File: src/rtl/video_tx.sv
// Byte-serial video transmitter: one-pixel holding register feeding a channel serializer,
// framed by DVSYN/DHSYN with programmable blanking. Optional test pattern: VIDEO_TX_PATTERN_EN.
module video_tx #(
    parameter int IW      = 640,
    parameter int IH      = 512,
    parameter int DVD_DW  = 8,
    parameter int DVD_CHN = 3,
    parameter int HB      = 16,
    parameter int VB      = 64
) (
    input  logic                      CLOCK,
    input  logic                      RESET,
    input  logic                      EN,
    input  logic                      PAT_SEL,
    input  logic [DVD_DW*DVD_CHN-1:0] PIX_DAT,
    input  logic                      PIX_DVALID,
    output logic                      PIX_RDY,
    output logic [DVD_DW-1:0]         DVD,
    output logic                      DVSYN,
    output logic                      DHSYN,
    output logic                      FRAME_DONE,
    output logic                      UNDERFLOW
);
    localparam int PW   = DVD_DW * DVD_CHN;
    localparam int BMAX = (HB > VB) ? HB : VB;
    localparam int BW   = (BMAX > 1) ? $clog2(BMAX) : 1;
    localparam int XW   = (IW > 1) ? $clog2(IW) : 1;
    localparam int YW   = (IH > 1) ? $clog2(IH) : 1;
    localparam int CW   = (DVD_CHN > 1) ? $clog2(DVD_CHN) : 1;

    localparam logic [BW-1:0] HB_LAST = BW'(HB - 1);
    localparam logic [BW-1:0] VB_LAST = BW'(VB - 1);
    localparam logic [XW-1:0] X_LAST  = XW'(IW - 1);
    localparam logic [YW-1:0] Y_LAST  = YW'(IH - 1);
    localparam logic [CW-1:0] C_LAST  = CW'(DVD_CHN - 1);

    typedef enum logic [2:0] {S_IDLE, S_VLEAD, S_ACTIVE, S_HBLANK, S_VBLANK} state_t;

    state_t            state_q, state_d;
    logic [BW-1:0]     blk_q, blk_d;
    logic [XW-1:0]     x_q, x_d;
    logic [YW-1:0]     y_q, y_d;
    logic [CW-1:0]     byte_q, byte_d;
    logic [PW-1:0]     sreg_q, sreg_d;
    logic [PW-1:0]     hold_q, hold_d;
    logic              empty_q, empty_d;
    logic              uf_q, uf_d;
    logic [DVD_DW-1:0] dvd_q, dvd_d;
    logic              dvsyn_q, dvsyn_d;
    logic              dhsyn_q, dhsyn_d;
    logic              done_q, done_d;

    logic              slot;
    logic              use_pat;
    logic [PW-1:0]     src;
    logic [PW-1:0]     pat;
    logic [DVD_DW-1:0] cur_byte;

`ifdef VIDEO_TX_PATTERN_EN
    logic [DVD_DW-1:0] px, py;
    always_comb begin
        px  = DVD_DW'(x_q);
        py  = DVD_DW'(y_q);
        pat = '0;
        for (int c = 0; c < DVD_CHN; c++) begin
            if (c == DVD_CHN - 1)      pat[c*DVD_DW +: DVD_DW] = px;
            else if (c == DVD_CHN - 2) pat[c*DVD_DW +: DVD_DW] = py;
            else                       pat[c*DVD_DW +: DVD_DW] = px ^ py;
        end
    end
    assign use_pat = PAT_SEL;
`else
    logic unused_pat_sel;
    assign unused_pat_sel = PAT_SEL;
    assign pat            = '0;
    assign use_pat        = 1'b0;
`endif

    always_comb begin
        state_d  = state_q;
        blk_d    = blk_q;
        x_d      = x_q;
        y_d      = y_q;
        byte_d   = byte_q;
        sreg_d   = sreg_q;
        hold_d   = hold_q;
        empty_d  = empty_q;
        uf_d     = uf_q;
        cur_byte = '0;

        slot = (state_q == S_ACTIVE) && (byte_q == '0);
        src  = use_pat ? pat : (empty_q ? '0 : hold_q);

        // Holding register: the slot drains it only when full, a load only fills it when empty.
        if (PIX_DVALID && empty_q) begin
            hold_d  = PIX_DAT;
            empty_d = 1'b0;
        end
        if (slot) begin
            if (!use_pat) begin
                if (!empty_q) empty_d = 1'b1;
                else          uf_d    = 1'b1;
            end
            sreg_d   = src << DVD_DW;
            cur_byte = src[PW-1 -: DVD_DW];
        end else if (state_q == S_ACTIVE) begin
            sreg_d   = sreg_q << DVD_DW;
            cur_byte = sreg_q[PW-1 -: DVD_DW];
        end

        case (state_q)
            S_IDLE: begin
                if (EN) begin
                    state_d = S_VLEAD;
                    blk_d   = '0;
                end
            end
            S_VLEAD: begin
                if (blk_q == HB_LAST) begin
                    state_d = S_ACTIVE;
                    blk_d   = '0;
                    x_d     = '0;
                    y_d     = '0;
                    byte_d  = '0;
                end else begin
                    blk_d = blk_q + 1'b1;
                end
            end
            S_ACTIVE: begin
                if (byte_q == C_LAST) begin
                    byte_d = '0;
                    if (x_q == X_LAST) begin
                        x_d     = '0;
                        blk_d   = '0;
                        state_d = (y_q == Y_LAST) ? S_VBLANK : S_HBLANK;
                    end else begin
                        x_d = x_q + 1'b1;
                    end
                end else begin
                    byte_d = byte_q + 1'b1;
                end
            end
            S_HBLANK: begin
                if (blk_q == HB_LAST) begin
                    state_d = S_ACTIVE;
                    blk_d   = '0;
                    y_d     = y_q + 1'b1;
                end else begin
                    blk_d = blk_q + 1'b1;
                end
            end
            S_VBLANK: begin
                if (blk_q == VB_LAST) begin
                    blk_d   = '0;
                    y_d     = '0;
                    state_d = EN ? S_VLEAD : S_IDLE;
                end else begin
                    blk_d = blk_q + 1'b1;
                end
            end
            default: state_d = S_IDLE;
        endcase

        // Strobes follow the state one cycle later, keeping every output a flop.
        dvsyn_d = (state_q == S_VLEAD) || (state_q == S_ACTIVE) || (state_q == S_HBLANK);
        dhsyn_d = (state_q == S_ACTIVE);
        dvd_d   = dhsyn_d ? cur_byte : '0;
        done_d  = (state_q == S_VBLANK) && (blk_q == VB_LAST);
    end

    always_ff @(posedge CLOCK) begin
        if (RESET) begin
            state_q <= S_IDLE;
            blk_q   <= '0;
            x_q     <= '0;
            y_q     <= '0;
            byte_q  <= '0;
            sreg_q  <= '0;
            hold_q  <= '0;
            empty_q <= 1'b1;
            uf_q    <= 1'b0;
            dvd_q   <= '0;
            dvsyn_q <= 1'b0;
            dhsyn_q <= 1'b0;
            done_q  <= 1'b0;
        end else begin
            state_q <= state_d;
            blk_q   <= blk_d;
            x_q     <= x_d;
            y_q     <= y_d;
            byte_q  <= byte_d;
            sreg_q  <= sreg_d;
            hold_q  <= hold_d;
            empty_q <= empty_d;
            uf_q    <= uf_d;
            dvd_q   <= dvd_d;
            dvsyn_q <= dvsyn_d;
            dhsyn_q <= dhsyn_d;
            done_q  <= done_d;
        end
    end

    assign PIX_RDY    = empty_q;
    assign DVD        = dvd_q;
    assign DVSYN      = dvsyn_q;
    assign DHSYN      = dhsyn_q;
    assign FRAME_DONE = done_q;
    assign UNDERFLOW  = uf_q;
endmodule

File: config.mk
export PLATFORM = sky130hd
export DESIGN_NAME = video_tx
export DESIGN_NICKNAME = d
export VERILOG_FILES = /design/src/rtl/video_tx.sv
export SDC_FILE = /design/constraint.sdc
export NUM_CORES = 1
export LEC_CHECK = 0
export BUFFER_PORTS_ARGS = -buffer_cell sky130_fd_sc_hd__buf_2
export CAP_MARGIN = 20
export CORE_MARGIN = 1.5
export CORE_UTILIZATION = 30
export DETAILED_ROUTE_END_ITERATION = 10
export GPL_TIMING_DRIVEN = 1
export MAX_ROUTING_LAYER = met4
export PLACE_DENSITY = 0.54
export SYNTH_ARGS = -nofsm -noshare
export SYNTH_HDL_FRONTEND = slang
export SYNTH_SLANG_ARGS = --single-unit
File: constraint.sdc
create_clock -name CLOCK -period 2.6 [get_ports CLOCK]
set_input_delay 0.52 -clock CLOCK [delete_from_list [all_inputs] [get_ports CLOCK]]
set_output_delay 0.52 -clock CLOCK [all_outputs]
set_load 0.1 [all_outputs]
=== Word-level counts from Yosys, hierarchy flattened ===
Cells that the tools add are included.

* Register bits after elaboration: 83
* Input bits: 29
* Output and inout port bits: 13

* $add $sub $neg: 4
* Equality and inequality tests: 16
* Muxes and demuxes: 32
* Bitwise logic cells: 1
* Reductions and logical operators: 19

{| class="wikitable"
|+ Operators by type and width
! operator !! count
|-
| two-way mux 24 bit || 3
|-
| two-way mux 10 bit || 3
|-
| two-way mux 6 bit || 5
|-
| two-way mux 9 bit || 3
|-
| case mux 9 bit (3 select lines) || 1
|-
| case mux 6 bit (4 select lines) || 1
|-
| case mux 10 bit (2 select lines) || 1
|-
| two-way mux 3 bit || 6
|-
| case mux 3 bit (4 select lines) || 1
|-
| adder 10 x 1 -> 10 bit, second input constant || 1
|-
| equality test 10 bit, second input constant || 1
|-
| adder 9 x 1 -> 9 bit, second input constant || 1
|-
| equality test 9 bit, second input constant || 1
|-
| two-way mux 8 bit || 1
|-
| != test 2 bit, second input constant || 4
|-
| AND reduction 4 bit || 2
|-
| adder 6 x 1 -> 6 bit, second input constant || 1
|-
| equality test 3 x 2 -> 1 bit, second input constant || 2
|-
| equality test 6 x 4 -> 1 bit, second input constant || 1
|-
| equality test 6 bit, second input constant || 1
|-
| != test 2 x 1 -> 1 bit, second input constant || 3
|-
| AND reduction 5 bit || 1
|-
| two-way mux 1 bit || 4
|-
| two-way mux 2 bit || 2
|-
| 16 further kinds || 22
|}

=== Longest topological paths before layout ===
Gate-level depths: netlist of run 1.

* Word-level depth: 5
* Gate-level depth with buffers: 9

=== Worst setup path after synthesis of run 1 ===
OpenSTA, ideal clock, no wires.

* Path kind: register to register
* From: register empty_q (netlist: PIX_RDY)
* To: register hold_q[10]
* Setup time: 0.070 ns
* Data arrival time: 1.839 ns
* Required time: 2.530 ns
* Slack: 0.691 ns
* Cell stages (with the launch flop): 6
* Clock period less this slack: 1.909 ns
* Cell sequence: dfxtp_1 and2_1 clkbuf_1 clkbuf_1 nand2_1 a21oi_1

* Word-level cells in the longest chain between the ends: 1

{| class="wikitable"
|+ RTL lines
! what !! line !! text
|-
| from (decl) || 46 || <nowiki>logic empty_q, empty_d;</nowiki>
|-
| from (signal assigned) || 194 || <nowiki>empty_q <= empty_d;</nowiki>
|-
| logical AND 1 bit || 95 || <nowiki>if (PIX_DVALID && empty_q) begin</nowiki>
|-
| to (signal assigned) || 193 || <nowiki>hold_q <= hold_d;</nowiki>
|-
| to (decl) || 45 || <nowiki>logic [PW-1:0] hold_q, hold_d;</nowiki>
|}

Every way passes these cells.
A chain may end at the register's enable or synchronous reset.

=== Worst setup path after layout of run 1 ===
* From: register state_q[2]
* To: register y_q[7]

* Word-level cells in the longest chain between the ends: 3

{| class="wikitable"
|+ RTL lines
! what !! line !! text
|-
| from (decl) || 39 || <nowiki>state_t state_q, state_d;</nowiki>
|-
| from (signal assigned) || 187 || <nowiki>state_q <= state_d;</nowiki>
|-
| equality test 3 x 2 -> 1 bit (tied with other cells) || 111 || <nowiki>case (state_q)</nowiki>
|-
| != test 2 bit (no line) / nonzero test 3 bit (equally long branches) || - ||
|-
| AND reduction 4 bit (no line) || - ||
|-
| to (signal assigned) || 190 || <nowiki>y_q <= y_d;</nowiki>
|-
| to (decl) || 42 || <nowiki>logic [YW-1:0] y_q, y_d;</nowiki>
|}

Several ways; a longest one is shown, not always the timed one.

==> results.md, run 1 <==
* Run status: finished clean
* Reg2reg path depth at 4
* Die height at roughly 110 microns
* First-pass GRT wire length at around 15000 microns
* Multi-input gate area at ~1900 sq um
* Synth Flop Type: dfxtp_1
* Setup repair after global routing missed its margin: false
* Post-route minimum period at ~2.2 ns
* Clock Power Share at 0.380
* Post-synthesis cell type count at between 50 and 60
* Count of final hold-check violations at 0
* Register area share after synthesis at 0.446
* Share of the synthesized area in the top cell type at 0.446
* Max frequency at ~450 MHz
* Commonest non-fill, non-tap cell in the layout: dfxtp_1
* Relative slew slack at 0.392
* Gr usage total at 0.149
* Leading cell types in the layout, fill and taps excluded: 83 x dfxtp_1, 78 x nand2_1, 55 x a21oi_1, 40 x buf_2, 32 x nor2_1
* Register area at 1660 sq um
* CP top delay family: simple AND/OR/NAND/NOR gates
* Overall Power at roughly 3.7 mW
* R2R Setup Slk at slightly below 0.4 ns
* Reg clk slew, reported paths at ~0.06 ns
* Worst-margin pin slew at roughly 0.91 ns
* Maximum clock path buffer count at 2
* Cell internal pwr at ~2.5 mW
* Core area at between 10000 and 15000 sq um
* Cells after Synth at ~460
* Worst-case hold path end point: hold_q[3]
* Iteration-0 DRC Markers at approximately 200
* Largest stage delay, worst path at slightly above 0.6 ns
* Hold depth at 3
* Largest area contributor in the netlist: dfxtp_1
* Die area at around 13000 sq um
* DPL Wire Length at about 6100 microns
* CP Buf/Inv Count at 0
* WS Path Type: flip-flop to flip-flop
* Sequential power share at 0.401
* CP Cell Sequence: or3b_1 > a2bb2oi_1 > or4_1 > a21oi_1
* N_diodes at 0
* Post-CTS Resized at 0
* Layout net count at 519
* Reg-to-Reg Start: state_q[2]
* DP Worst Slack at between 0.4 and 0.5 ns
* Clk root buf: clkbuf_16
* Pin count of the biggest net entering global routing at 34
* IO buf count at 40
* Worst-skew pair later-pin latency at around 0.34 ns
* Setup_tns at 0 ns
* Worst Setup Slack, final at 0.391 ns
* Die W at 114 microns
* Share of layout cells above drive strength 1 at 0.157
* Tcrit/Tclk final at 0.850
* Drt wl/cell at around 14 microns
* Ys Warns at 0
* Worst Hold Class: input pin to flip-flop
* Top post-synthesis cells by area: dfxtp_1 45%, nand2_1 7.9%, a21oi_1 7.4%
* Post-synthesis register bit count at 83
* Final setup viols at 0
* Max cap viols at 0
* Reg-to-reg critical path endpoint: y_q[7]
* RD Place Congestion at roughly 0.78
* Post-synthesis net count at a little under 500
* Final ANT Viol Nets at 0
* I/O pin cnt at 42
* Hold_buf cts at 0
* Pwr/cell area at ~830 nW/um^2
* Switching part of the total at 0.319
* Final Max Slew Viols at 0
* Vias in the first global route at between 3000 and 4000
* Cell Rows at 40
* Total wire length at around 8900 microns
* Crit path required time at 2.86 ns
* Clock sink count at 83
* Clock Skew at around 0.0084 ns
* Slowest-stage cell, CP: dfxtp_1
* Overflow after GRT at 0
* Vias at ~3300
* CTS tree: built
* Drt pass-1 iters at 4
* Buffer count from post-CTS setup fixing at 0
* Fill cells at between 1000 and 1500
* Setup crit start kind: flip-flop
* EDFF count, synth at 0
* Area grow syn2layout at 18.3%
* Min-delay src: PIX_DAT[3]
* Crit end category: flip-flop
* Maximum vdd drop at roughly 0.00044 V
* WP data arrival at ~2.5 ns
* Net Sw Power at roughly 1.2 mW
* H-tree depth at 3
* Synthesized area at 3720 sq um
* Num CTS Buffers at 9
* Starting Density at 0.309
* Initial antenna violation count at 0
* Synth Area per Inst at approximately 8 sq um
* Via-to-Cell Ratio at about 5.1
* Gate power share at 0.219
* Synth async-reset ratio at 0
* Critical-path maximum fanout at 16
* Leak at approximately 1.6 nW
* # DRC at 0
metrics by stage:
| step | hold slack [ns] | cells | cell area (sq um) | util |
|---|---|---|---|---|
| 2_1_floorplan | 0.429 | 456 | 3720 | - |
| 3_3_place_gp | 0.445 | 643 | 4080 | 0.339 |
| 3_5_place_dp | 0.449 | 643 | 4080 | 0.339 |
| 4_1_cts | 0.405 | 658 | 4410 | 0.365 |
| 5_1_grt | 0.413 | 658 | 4410 | 0.365 |
| 6_report | 0.414 | 658 | 4410 | 0.365 |
power groups by stage:
stage / registers (mW) / logic, mW / clock network, mW
floorplan: 1.58 / 0.523 / 0
global placement: 1.49 / 0.789 / 0
detailed placement: 1.50 / 0.797 / 0
CTS: 1.47 / 0.802 / 1.43
global route: 1.48 / 0.895 / 1.47
finish: 1.47 / 0.800 / 1.39
sequential cells by signal, indices dropped and copies added, names as in the netlist:
signal / flops
x_q: 10
byte_q: 2
UNDERFLOW: 1
DVSYN: 1
DVD: 8
DHSYN: 1
blk_q: 6
FRAME_DONE: 1
sreg_q: 16
y_q: 9
hold_q: 24
PIX_RDY: 1
state_q: 3
worst max path at each step:
stage	cells after the start	start	slack (ns)	end
final	4	state_q[2]	0.39	y_q[7]
after detailed placement	4	state_q[2]	0.42	y_q[7]
after global routing	4	state_q[0]	0.22	y_q[6]
after global placement	4	state_q[2]	0.46	y_q[7]
after CTS	4	state_q[2]	0.39	y_q[7]
after floorplan	5	PIX_RDY	0.69	hold_q[10]
routing by layer:
layer	wire length, microns	up-vias	track usage
met3	413	12	0.0392
met4	144	0	0.0525
met2	4070	71	0.222
met5	0	-	-
met1	4270	1580	0.195
li1	-	1686	-
worst min-delay path: stages:
cell and delay [ns]:
buf_2 0.09, nand2_1 0.04, a21oi_1 0.05
cells in the mapped netlist, drive strengths merged (8+ instances only):
| library cell | instances |
|---|---|
| clkbuf | 22 |
| nand2 | 78 |
| nor3 | 13 |
| nor2 | 33 |
| inv | 13 |
| nand3b | 8 |
| a21oi | 55 |
| nand3 | 16 |
| o21ai | 21 |
| buf | 9 |
| dfxtp | 83 |
| a22oi | 10 |
| nor2b | 8 |
cell type report:
type | instances | area share
multi-input combinational | 329 | 0.428
sequential | 83 | 0.377
timing repair buffer | 50 | 0.0624
inverter | 13 | 0.0111
clock buffer | 10 | 0.0542
tap | 168 | 0.0477
clock inverter | 5 | 0.0193
cells by family after synthesis:
| kind of cell | Yosys count | share of synthesized area |
|---|---|---|
| AO/OA/AOI/OAI | 131 | 0.237 |
| adder cells (fa/ha/maj) | 4 | 0.0134 |
| buffers and inverters | 44 | 0.0470 |
| flip-flops | 83 | 0.446 |
| multiplexers | 1 | 0.00269 |
| AND/OR/NAND/NOR | 193 | 0.254 |
(Power assumes the default switching activity.)
==> run 2, diff against run 1 <==
==> constraint.sdc (replaced) <==
create_clock -name CLOCK -period 2.1 [get_ports CLOCK]
set_input_delay 0.42 -clock CLOCK [delete_from_list [all_inputs] [get_ports CLOCK]]
set_output_delay 0.42 -clock CLOCK [all_outputs]
set_load 0.1 [all_outputs]
==> run 2 against run 1 <==
Critical path depth rose by 1. First-iteration DRC count down 4.1%. Clock power grew 19%. Core utilization grew 1.1 points. Register-to-register slack worse by 0.26 ns. Flip-flop and latch count stayed put.
==> results.md, run 2 (synthesis gave the netlist of run 1 again) <==
* Run status: finished clean
* RD Place Congestion at 0.819 (+5.4%)
* Post-route insts no fill at 675 (+2.6%)
* Max reg flops at 24 (unchanged)
* Gate power share at 0.236 (+0.017)
* Slowest-stage cell, CP: or4_1
* Pin count of the biggest net entering global routing at 58 (+71%)
* Overflow after GRT at 0 (unchanged)
* Hold_buf cts at 0 (unchanged)
* Vias in the first global route at 3148 (+4.3%)
* Worst-margin pin slew at 0.549 ns (-0.359 ns)
* Pwr/cell area at 1000 nW/um^2 (+21%)
* Core area at 12100 sq um (unchanged)
* Clock sink count at 83 (unchanged)
* Leak at 1.69 nW (+5.1%)
* Drt wl/cell at 13.5 microns (-0.25%)
* IO buf count at 40 (unchanged)
* Met3 wire len at 234 microns (-43%)
* Largest registers: hold_q (24), sreg_q (16), x_q (10)
* Setup_tns at 0 ns (unchanged)
* Fill cells at 1258 (-0.16%)
* CTS tree: built
* First-pass GRT wire length at 15000 microns (+0.51%)
* DPL Wire Length at 6450 microns (+5.7%)
* Count of final hold-check violations at 0 (unchanged)
* Via-to-Cell Ratio at 4.97 (-2.4%)
* Setup crit start kind: flip-flop
* Initial antenna violation count at 0 (unchanged)
* Worst-skew pair later-pin latency at 0.34 ns (about the same)
* Tcrit/Tclk final at 0.936 (+0.0859)
* DR top layer: met4
* Post-route minimum period at 1.96 ns (-0.244 ns)
* WL met1 at 4360 microns (+2.1%)
* Maximum vdd drop at 0.000421 V (-4.3%)
* Total wire length at 9100 microns (+2.3%)
* CP Cell Sequence: buf_4 > or3b_1 > a2bb2oi_1 > or4_1 > a21oi_1
* Share of layout cells above drive strength 1 at 0.187 (+0.0302)
* Die area at 13100 sq um (unchanged)
* Cell count after placement at 659 (+2.5%)
* Cell Rows at 40 (unchanged)
* Clock Power Share at 0.364 (-0.016)
* Maximum clock path buffer count at 2 (unchanged)
* Die W at 114 microns (unchanged)
* Vias at 3354 (+0.15%)
* Design area at 4540 sq um (+3.0%)
* Switching part of the total at 0.318 (-0.000648)
* Overall Power at 4.55 mW (+24%)
* Layout net count at 535 (+3.1%)
* H-tree depth at 3 (unchanged)
* WP data arrival at 2.23 ns (-0.24 ns)
* Num CTS Buffers at 9 (unchanged)
* Routed length on met2 at 4400 microns (+8.3%)
* Critical-path maximum fanout at 12 (-4)
* # DRC at 0 (unchanged)
* I/O pin cnt at 42 (unchanged)
* Relative slew slack at 0.634 (+0.242)
* WS Path Type: flip-flop to flip-flop
* Clock Skew at 0.00682 ns (-0.00153 ns)
* Cell internal pwr at 3.10 mW (+24%)
* Crit path required time at 2.36 ns (-0.50 ns)
* Clk root buf: clkbuf_16
* Reg clk slew, reported paths at 0.06 ns (about the same)
* Biggest register: hold_q
* Final setup viols at 0 (unchanged)
* Die height at 114 microns (unchanged)
* Max frequency at 509 MHz (+12%)
* Net Sw Power at 1.45 mW (+24%)
* N_diodes at 0 (unchanged)
* Core Util, Final at 0.376 (+0.0110)
* Largest stage delay, worst path at 0.53 ns (-0.09 ns)
* Final Max Slew Viols at 0 (unchanged)
* Crit end category: flip-flop
* Post-CTS Resized at 0 (unchanged)
* Area grow syn2layout at 21.9%
* Final ANT Viol Nets at 0 (unchanged)
* DP Area at 4220 sq um (+3.2%)
* Setup repair after global routing missed its margin: false
* Worst Hold Class: input pin to flip-flop
* Leading cell types in the layout, fill and taps excluded: 83 x dfxtp_1, 78 x nand2_1, 55 x a21oi_1, 40 x buf_2, 32 x nor2_1
* Max cap viols at 0 (unchanged)
* Iteration-0 DRC Markers at 188 (-4.1%)
* Sequential power share at 0.400 (about the same)
* Drt pass-1 iters at 4 (unchanged)
* Starting Density at 0.309 (unchanged)
* Buffer count from post-CTS setup fixing at 0 (unchanged)
* Gr usage total at 0.148 (-0.000878)
* Commonest non-fill, non-tap cell in the layout: dfxtp_1
## run 2: power by group through the flow
stage | clock (mW) | combinational [mW] | sequential (mW)
after global placement | 0 | 1.06 | 1.85
after floorplan | 0 | 0.647 | 1.95
final | 1.66 | 1.07 | 1.82
after global routing | 1.76 | 1.18 | 1.84
after detailed placement | 0 | 1.08 | 1.85
after CTS | 1.70 | 1.08 | 1.82
## run 2: worst max-delay path: cells and delay by family, from the launching register on
kind | cells | cell delay [ns]
and+or+nand+nor | 2 | 0.90
DFF | 1 | 0.43
AOI/OAI and AO/OA | 2 | 0.36
buffers and inverters | 1 | 0.21
## run 2: routing by layer
layer / vias to the layer above / GRT usage
met2: 49 / 0.247
met3: 9 / 0.0312
li1: 1724 / -
met1: 1572 / 0.179
met5: - / -
met4: 0 / 0.0467
## run 2: worst paths after layout
| path | end | cells after the start | slack [ns] | from |
|---|---|---|---|---|
| worst min register to register | hold_q[21] | 2 | 0.46 | hold_q[21] |
| worst max register to register | y_q[7] | 5 | 0.14 | state_q[0] |
| worst max-delay path | y_q[7] | 5 | 0.14 | state_q[0] |
| worst min-delay path | hold_q[5] | 3 | 0.32 | PIX_DAT[5] |
## run 2: area by class of cell
cell class                 instances  area [sq um]  share of cell area
inverter                          13          48.8              0.0107
timing repair buffer              66           408              0.0898
sequential                        83          1660               0.366
clock buffer                      12           267              0.0587
multi-input combinational        329          1890               0.416
clock inverter                     4          55.1              0.0121
tap                              168           210              0.0463
## run 2: stage by stage
step                      setup WS (ns)  hold slack [ns]
final                             0.135            0.317
after global routing             0.0194            0.316
after CTS                        0.0722            0.304
after detailed placement         0.0837            0.450
after global placement            0.143            0.445
after floorplan                   0.191            0.429
==> run 3, diff against run 2 <==
--- a/config.mk
+++ b/config.mk
@@ -7,12 +7,14 @@
 export LEC_CHECK = 0
 export BUFFER_PORTS_ARGS = -buffer_cell sky130_fd_sc_hd__buf_2
 export CAP_MARGIN = 20
+export CELL_PAD_IN_SITES_DETAIL_PLACEMENT = 1
+export CELL_PAD_IN_SITES_GLOBAL_PLACEMENT = 1
 export CORE_MARGIN = 1.5
 export CORE_UTILIZATION = 30
 export DETAILED_ROUTE_END_ITERATION = 10
 export GPL_TIMING_DRIVEN = 1
 export MAX_ROUTING_LAYER = met4
-export PLACE_DENSITY = 0.54
+export PLACE_DENSITY = 0.66
 export SYNTH_ARGS = -nofsm -noshare
 export SYNTH_HDL_FRONTEND = slang
 export SYNTH_SLANG_ARGS = --single-unit
==> run 3 against run 2 <==
Combinational power up 8%. Critical path depth unchanged. First-iteration DRC count fell by 13%. Critical endpoint is now x_q[2]. Largest cell class unchanged.
==> results.md, run 3 (synthesis gave the netlist of run 1 again) <==
* DP Area at 4240 sq um (+0.59%)
* Layout net count at 540 (+0.93%)
* Design area at 4550 sq um (+0.17%)
* Clock sink count at 83 (unchanged)
* Total wire length at 10100 microns (+11%)
* Maximum vdd drop at 0.000511 V (+21%)
* Tcrit/Tclk final at 0.919 (-0.0163)
* Via-to-Cell Ratio at 5.06 (+1.8%)
* Pwr/cell area at 994 nW/um^2 (-0.79%)
* Overall Power at 4.52 mW (-0.63%)
* R2R Setup Slk at 0.17 ns (+0.03 ns)
* CP Cell Sequence: ha_1 > and3_1 > a31oi_4 > or3b_4 > o41ai_2
* N_diodes at 0 (unchanged)
* Crit path required time at 2.34 ns (-0.02 ns)
* Run status: finished clean
* Area grow syn2layout at 22.1%
* Max cap viols at 0 (unchanged)
* Share of layout cells above drive strength 1 at 0.197 (+0.00989)
* IO buf count at 40 (unchanged)
* Core area at 12100 sq um (unchanged)
* Starting Density at 0.309 (unchanged)
* Clock Skew at 0.00516 ns (-0.00166 ns)
* Worst-margin pin slew at 0.617 ns (+0.0683 ns)
* Num CTS Buffers at 9 (unchanged)
* Final ANT Viol Nets at 0 (unchanged)
* Commonest non-fill, non-tap cell in the layout: dfxtp_1
* Cell Rows at 40 (unchanged)
* Biggest register: hold_q
* Reg clk slew, reported paths at 0.06 ns (about the same)
* Vias in the first global route at 3508 (+11%)
* Post-CTS Resized at 0 (unchanged)
* Setup crit start kind: flip-flop
* I/O pin cnt at 42 (unchanged)
* Pin count of the biggest net entering global routing at 29 (-50%)
* WS Path Type: flip-flop to flip-flop
* Leading cell types in the layout, fill and taps excluded: 83 x dfxtp_1, 78 x nand2_1, 55 x a21oi_1, 40 x buf_2, 32 x nor2_1
* Die area at 13100 sq um (unchanged)
* Worst Hold Class: input pin to flip-flop
* First-pass GRT wire length at 17300 microns (+16%)
* Slowest-stage cell, CP: or3b_4
* RD Place Congestion at 0.829 (+1.1%)
* Drt pass-1 iters at 4 (unchanged)
* Critical-path maximum fanout at 7 (-5)
* Die height at 114 microns (unchanged)
* Initial antenna violation count at 0 (unchanged)
* Overflow after GRT at 0 (unchanged)
* # DRC at 0 (unchanged)
* Worst-skew pair later-pin latency at 0.34 ns (about the same)
* Post-route minimum period at 1.93 ns (-0.0343 ns)
* Iteration-0 DRC Markers at 164 (-13%)
* Max frequency at 518 MHz (+1.8%)
* Buffer count from post-CTS setup fixing at 0 (unchanged)
* Fill cells at 1474 (+17%)
* Maximum clock path buffer count at 2 (unchanged)
* Setup repair after global routing missed its margin: false
* Clk root buf: clkbuf_16
* Leak at 1.71 nW (+0.83%)
* H-tree depth at 3 (unchanged)
* Die W at 114 microns (unchanged)
* DPL Wire Length at 7360 microns (+14%)
* Count of final hold-check violations at 0 (unchanged)
* Multi-input gate area at 1900 sq um (+0.33%)
* Relative slew slack at 0.587 (-0.0471)
* Hold_buf cts at 0 (unchanged)
* Drt wl/cell at 14.9 microns (+11%)
* Largest registers: hold_q (24), sreg_q (16), x_q (10)
* Vias at 3440 (+2.6%)
* WP data arrival at 2.17 ns (-0.06 ns)
* Cell count after placement at 664 (+0.76%)
* CTS tree: built
* Largest stage delay, worst path at 0.48 ns (-0.05 ns)
* Final Max Slew Viols at 0 (unchanged)
* Post-route insts no fill at 680 (+0.74%)
* Setup_tns at 0 ns (unchanged)
* Max reg flops at 24 (unchanged)
* Crit end category: flip-flop
* Gr usage total at 0.173 (+0.0250)
* Final setup viols at 0 (unchanged)
* Register area at 1660 sq um (unchanged)
## run 3: cell count changes in the layout (fill, tap and decap cells not counted), sizes merged
cell / delta
clkinvlp: -1
buf: +5
inv: +1
bufinv: -1
clkinv: +1
## run 3: metal layers
metal	global-route usage	wire length [microns]
met4	0.0508	100
met2	0.288	5010
met1	0.206	4730
met3	0.0450	286
met5	-	0
## run 3: metrics by stage
step / hold slack [ns] / setup slack (ns) / util
final: 0.312 / 0.169 / 0.377
after global routing: 0.305 / 0.0203 / 0.377
after CTS: 0.299 / 0.0364 / 0.376
after detailed placement: 0.448 / 0.0643 / 0.352
after global placement: 0.442 / 0.149 / 0.352
after floorplan: 0.429 / 0.191 / -
## run 3: path summary, 6_finish.rpt
kind                     end   startpoint  depth (start not counted)
setup / recovery      x_q[2]       x_q[0]                          5
hold / removal    hold_q[13]  PIX_DAT[13]                          3
setup reg to reg      x_q[2]       x_q[0]                          5
hold reg to reg    hold_q[7]    hold_q[7]                          2
## run 3: final cells by class
cell class	count	area share
flip-flops and latches	83	0.365
repair buffers	71	0.0952
clock buffers	12	0.0586
inverters	13	0.0107
clock inverters	4	0.00688
multi-input cells	329	0.417
well taps	168	0.0462
## run 3: power breakdown
group          leakage (nW)  total, mW  internal, mW  switching [mW]
clock network         0.150       1.56         0.907           0.653
registers             0.674       1.81          1.71          0.0955
logic                 0.884       1.16         0.401           0.754
## run 3: worst max-delay path: cells and delay by family, from the launching register on
kind | cells | cell delay (ns)
AO/OA/AOI/OAI | 2 | 0.47
adder cells (fa/ha/maj) | 1 | 0.26
flip-flops | 1 | 0.35
AND/OR/NAND/NOR | 2 | 0.74
